===== config.mk =====
export PLATFORM = sky130hd
export DESIGN_NAME = uart_tx_frame
export DESIGN_NICKNAME = d
export VERILOG_FILES = /design/src/rtl/uart_pkg.sv /design/src/rtl/uart_baud_tick.sv /design/src/rtl/uart_tx_frame.sv
export SDC_FILE = /design/constraint.sdc
export NUM_CORES = 1
export LEC_CHECK = 0
export CAP_MARGIN = 10
export CORE_UTILIZATION = 45
export CTS_CLUSTER_DIAMETER = 40
export DETAILED_ROUTE_END_ITERATION = 10
export PLACE_DENSITY = 0.68
export REMOVE_ABC_BUFFERS = 1
export SLEW_MARGIN = 20
export SYNTH_ARGS = -nofsm -noshare
export SYNTH_HDL_FRONTEND = slang
export SYNTH_SLANG_ARGS = --single-unit

===== constraint.sdc =====
create_clock -name clk -period 2.15 [get_ports clk]
set_input_delay 0.43 -clock clk [delete_from_list [all_inputs] [get_ports clk]]
set_output_delay 0.43 -clock clk [all_outputs]
set_load 0.02 [all_outputs]

===== src/rtl/uart_pkg.sv =====
// Shared UART definitions: transmitter state encoding, default line-rate constants, parity helper.
// Latency: none (declarations only); backpressure: not applicable.
package uart_pkg;

  typedef enum logic [2:0] {
    IDLE   = 3'd0,
    START  = 3'd1,
    DATA   = 3'd2,
    PARITY = 3'd3,
    STOP   = 3'd4
  } tx_state_t;

  localparam int DEF_CLK_FREQ = 100_000_000;
  localparam int DEF_BAUD     = 19_200;

  function automatic int baud_div(input int clk_freq, input int baud);
    return clk_freq / baud;
  endfunction

  // Bit that makes the total count of ones (data plus parity) odd; narrower words are zero-extended.
  function automatic logic odd_parity(input logic [7:0] d);
    return ~^d;
  endfunction

endpackage


===== src/rtl/uart_baud_tick.sv =====
// Modulo-BAUD_DIV bit timer with synchronous clear; bit_end marks the last cycle of each bit.
// Latency: bit_end on the BAUD_DIV-th cycle after clear drops; backpressure: none, free-running.
module uart_baud_tick #(
  parameter int BAUD_DIV = 10
) (
  input  logic clk,
  input  logic reset,
  input  logic clear,
  output logic bit_end
);

  localparam int CW = (BAUD_DIV > 1) ? $clog2(BAUD_DIV) : 1;
  localparam logic [CW-1:0] LAST = CW'(BAUD_DIV - 1);

  logic [CW-1:0] cnt;

  always_ff @(posedge clk or posedge reset) begin
    if (reset) begin
      cnt <= '0;
    end else if (clear || (cnt == LAST)) begin
      cnt <= '0;
    end else begin
      cnt <= cnt + CW'(1);
    end
  end

  assign bit_end = (cnt == LAST);

endmodule


===== src/rtl/uart_tx_frame.sv =====
// UART transmitter: one start/data/odd-parity/stop frame per rising edge of the debounced send level.
// Latency: tx goes low the cycle after the edge is sampled; backpressure: edges seen while busy are dropped.
module uart_tx_frame
  import uart_pkg::*;
#(
  parameter int CLK_FREQ  = DEF_CLK_FREQ,
  parameter int BAUD      = DEF_BAUD,
  parameter int DATA_BITS = 8,
  parameter int PARITY_EN = 1
) (
  input  logic                 clk,
  input  logic                 reset,
  input  logic                 send,
  input  logic [DATA_BITS-1:0] din,
  output logic                 tx,
  output logic                 busy,
  output logic                 done
);

  localparam int BAUD_DIV = baud_div(CLK_FREQ, BAUD);
  localparam int IW = $clog2(DATA_BITS);
  localparam logic [IW-1:0] LAST_IDX = IW'(DATA_BITS - 1);

  tx_state_t state, state_n;
  logic send_q, start_req, bit_end, clear;
  logic par_q, par_n, tx_n;
  logic [DATA_BITS-1:0] shreg, shreg_n;
  logic [IW-1:0] idx, idx_n;

  assign start_req = send & ~send_q;
  assign clear     = (state == IDLE);
  assign done      = (state == STOP) && bit_end;

  uart_baud_tick #(
    .BAUD_DIV(BAUD_DIV)
  ) u_baud_tick (
    .clk    (clk),
    .reset  (reset),
    .clear  (clear),
    .bit_end(bit_end)
  );

  always_comb begin
    state_n = state;
    shreg_n = shreg;
    idx_n   = idx;
    par_n   = par_q;
    case (state)
      IDLE: begin
        if (start_req) begin
          state_n = START;
          shreg_n = din;
          idx_n   = '0;
          par_n   = odd_parity(8'(din));
        end
      end
      START: begin
        if (bit_end) state_n = DATA;
      end
      DATA: begin
        if (bit_end) begin
          shreg_n = shreg >> 1;
          if (idx == LAST_IDX) begin
            idx_n   = '0;
            state_n = (PARITY_EN != 0) ? PARITY : STOP;
          end else begin
            idx_n = idx + IW'(1);
          end
        end
      end
      PARITY: begin
        if (bit_end) state_n = STOP;
      end
      STOP: begin
        if (bit_end) state_n = IDLE;
      end
      default: state_n = IDLE;
    endcase

    // tx is registered, so it is derived from the state being entered.
    case (state_n)
      START:   tx_n = 1'b0;
      DATA:    tx_n = shreg_n[0];
      PARITY:  tx_n = par_n;
      default: tx_n = 1'b1;
    endcase
  end

  always_ff @(posedge clk or posedge reset) begin
    if (reset) begin
      state  <= IDLE;
      send_q <= 1'b1;
      shreg  <= '0;
      idx    <= '0;
      par_q  <= 1'b0;
      tx     <= 1'b1;
      busy   <= 1'b0;
    end else begin
      state  <= state_n;
      send_q <= send;
      shreg  <= shreg_n;
      idx    <= idx_n;
      par_q  <= par_n;
      tx     <= tx_n;
      busy   <= (state_n != IDLE);
    end
  end

endmodule


==> flow_metrics.py <==
metrics = {
    "power_and_ir_drop": {
        "power_density_mw_per_mm2": 484,
        "leakage_nw": 0.882,
        "ir_drop_mv": 0.360,
        "power_w": 0.000960,
    },
    "cts": {
        "cts_tree": "done",
        "cts-buffers-inserted": 5,
        "cts.htree.levels": 2,
        "clkTransAtPathRegs_ns": 0.09,
        "clkSinkCount": 31,
        "cts_buffer_depth": 2,
        "insertion_delay_ns": 0.33,
        "cts_root_buf": "clkbuf_4",
    },
    "sta": {
        "rsz0062_at_grt": "yes",
        "slew_headroom_pct": 67.3,
        "tightest_slew_ns": 0.489,
        "slew_violations": 0,
        "finalHoldViolCount": 0,
        "max_freq_mhz": 430,
        "finalSetupTns_ns": -0.173,
        "post-route-min-period_ns": 2.32,
        "setup_viol": 1,
        "min_period_over_period_pct": 108,
        "fin_ws_ns": -0.173,
        "fin_skew_ns": 0.0113,
    },
    "drt": {
        "routed_wl_mm": 3.16,
        "vias_per_cell": 5.07,
        "dr.pass1.iters": 4,
        "route.detailed.drc": 0,
        "post_drt_wl_per_cell_microns": 13.1,
        "antenna_left": 0,
        "drt_iter0_drc": 102,
        "via_count": 1227,
    },
    "final_layout": {
        "final_cells": 242,
        "n_antenna_cell": 0,
        "fin_util_pct": 62.9,
        "nNetsFinal": 211,
        "multiInputGateArea_sq_um": 778,
        "layout-drive-gt1-share_pct": 21.2,
        "regArea_sq_um": 778,
        "fillCellCount": 273,
        "area_delta_synth_final_pct": 28.0,
    },
    "critical_path": {
        "startpoint_type": "register",
        "end_kind": "output port",
        "crit_path_top_delay_cell": "or4bb_1",
        "cp_max_fo": 2,
        "ff2ff_path_depth": 6,
        "crit_path_cell_trace": "ha_1 -> or4bb_1 -> or3_4 -> nor2_4 -> buf_6",
        "cp_slowest_stage_delay_ns": 0.42,
        "required_ns": 1.72,
        "cp.arrival_ns": 1.89,
        "cp.depth": 5,
        "critPathTopFamily": "simple AND/OR/NAND/NOR gates",
        "crit_type": "reg -> out",
        "critPathBufInv": 1,
    },
    "synth": {
        "avgSynthCellArea_sq_um": 9.87,
        "ys_warn_count": 0,
        "syn_inst": 157,
        "ys_seq_area_share_pct": 50.2,
        "syn-cell-area_sq_mm": 0.00155,
        "async_reset_ff_share_pct": 100,
        "synth_edf_count": 0,
        "synth_top_area_cell": "dfrtp_1",
        "synth_ff_type": "dfrtp_1",
        "synth.top_cell.area_share_pct": 46.8,
        "synthTopCellsByArea": "dfrtp_1 47%, nand2_1 7.5%, xnor2_1 6.2%",
        "synth-seq-cells": 31,
        "synth.distinct_cells": 35,
    },
    "grt": {
        "grt_pass1_vias": 1296,
        "antenna_found_initial": 0,
        "grt-ovfl-total": 0,
        "grt_use_total_pct": 21.1,
        "grt_pass1_wl_mm": 5.49,
        "grt_start_max_net_pins": 32,
    },
    "floorplan": {
        "die-area_sq_mm": 0.00368,
        "core_sq_mm": 0.00315,
        "initial_core_util_pct": 49.1,
        "placementRows": 20,
        "die_w_microns": 60.7,
        "ios": 14,
        "die-height_microns": 60.7,
    },
    "place": {
        "dp_hpwl_mm": 2.33,
        "dp.cells": 231,
        "port_buffers": 13,
        "gp_congestion": 0.840,
    },
    "run_status": {
        "violations": "setup timing",
        "status": "complete, but fails checks",
    },
    "run": {
        "cap_violations": 0,
    },
    "min_path": {
        "holdCritPathClass": "in -> async",
    },
}
==> sequential cells by signal, indices dropped and copies added (netlist names) <==
signal and flops:
shreg 8, send_q 1, par_q 1, state 3
idx 3, busy 1, u_baud_tick.cnt 13, tx 1
==> cell usage in the layout (no fill, tap or decap), types with 3 or more instances in the layout <==
cell type        synthesis  routed
a22oi_1                  6       6
and3_1                   4       4
buf_4                    0      24
clkbuf_1                 3       3
clkbuf_4                 0       5
clkdlybuf4s50_1          0      12
dfrtp_1                 29      29
ha_1                     3       3
inv_1                    3       3
nand2_1                 31      31
nand3_1                  4       4
nor2_1                  18      17
o21ai_0                  5       5
xnor2_1                 11      11
xor2_1                   7       7
==> final cells by class <==
class / count / area share (%)
flip-flops and latches: 31 / 39.2
multi-input cells: 119 / 39.2
repair buffers: 37 / 15.7
well taps: 44 / 2.78
clock buffers: 8 / 2.46
inverters: 3 / 0.568
==> worst paths after layout <==
| path | start | to | slack, ns |
|---|---|---|---|
| min in group clk | shreg[6]$_DFFE_PP0P_ | shreg[6]$_DFFE_PP0P_ | 0.48 |
| min reg2reg | shreg[6]$_DFFE_PP0P_ | shreg[6]$_DFFE_PP0P_ | 0.48 |
| max reg2reg | u_baud_tick.cnt[8]$_DFF_PP0_ | tx$_DFF_PP1_ | 0.08 |
| max in group asynchronous | reset | send_q$_DFF_PP1_ | 1.36 |
| max | u_baud_tick.cnt[1]$_DFF_PP0_ | done | -0.17 |
| min | reset | shreg[3]$_DFFE_PP0P_ | 0.46 |
==> synth_stat cells (3+ instances only) <==
cell	n
nand2_1	31
inv_1	3
a22oi_1	6
nor2_1	18
xor2_1	7
and3_1	4
o21ai_0	5
nand3_1	4
ha_1	3
clkbuf_1	3
xnor2_1	11
dfrtp_1	29
==> per-layer routing <==
layer / up-vias / routed length (microns) / track usage (%)
met5: - / 0 / 0
met4: 0 / 67 / 10.7
met3: 5 / 91 / 6.61
met2: 16 / 1530 / 35.0
met1: 583 / 1470 / 24.8
li1: 623 / - / -
==> power breakdown <==
group	total, W	switching [W]	internal, W
combinational	0.0000592	0.0000274	0.0000318
sequential	0.000585	0.000000264	0.000584
clock	0.000317	0.000187	0.000130
==> metrics by stage <==
stage	hold WS (ns)	setup slack (ns)	instance area, sq um
floorplan	0.434	-0.0915	1530
global placement	0.460	-0.261	1880
detailed placement	0.464	-0.292	1880
CTS	0.458	-0.188	1950
global route	0.508	-0.244	1980
finish	0.460	-0.173	1980
==> cell families after synthesis <==
logic type	Yosys count	share of synthesized area (%)
AND/OR/NAND/NOR	80	26.2
flip-flops	31	50.2
AO/OA/AOI/OAI	17	8.48
adder cells (fa/ha/maj)	3	2.42
XOR/XNOR	18	10.2
buffers and inverters	7	1.78
multiplexers	1	0.727
==> tightest hold or removal path, cell delays in order <==
cell             delay (ns)
clkdlybuf4s50_1        0.39
inv_1                  0.05
buf_4                  0.34
==> what timing repair did <==
item / in CTS / in global routing
buffers inserted: 1 / 2
resized for setup: 9 / 4
hold buffers: 0 / 0
pin swaps: 2 / 0
endpoints found under the setup margin: 2 / 3
(Power assumes the default switching activity.)
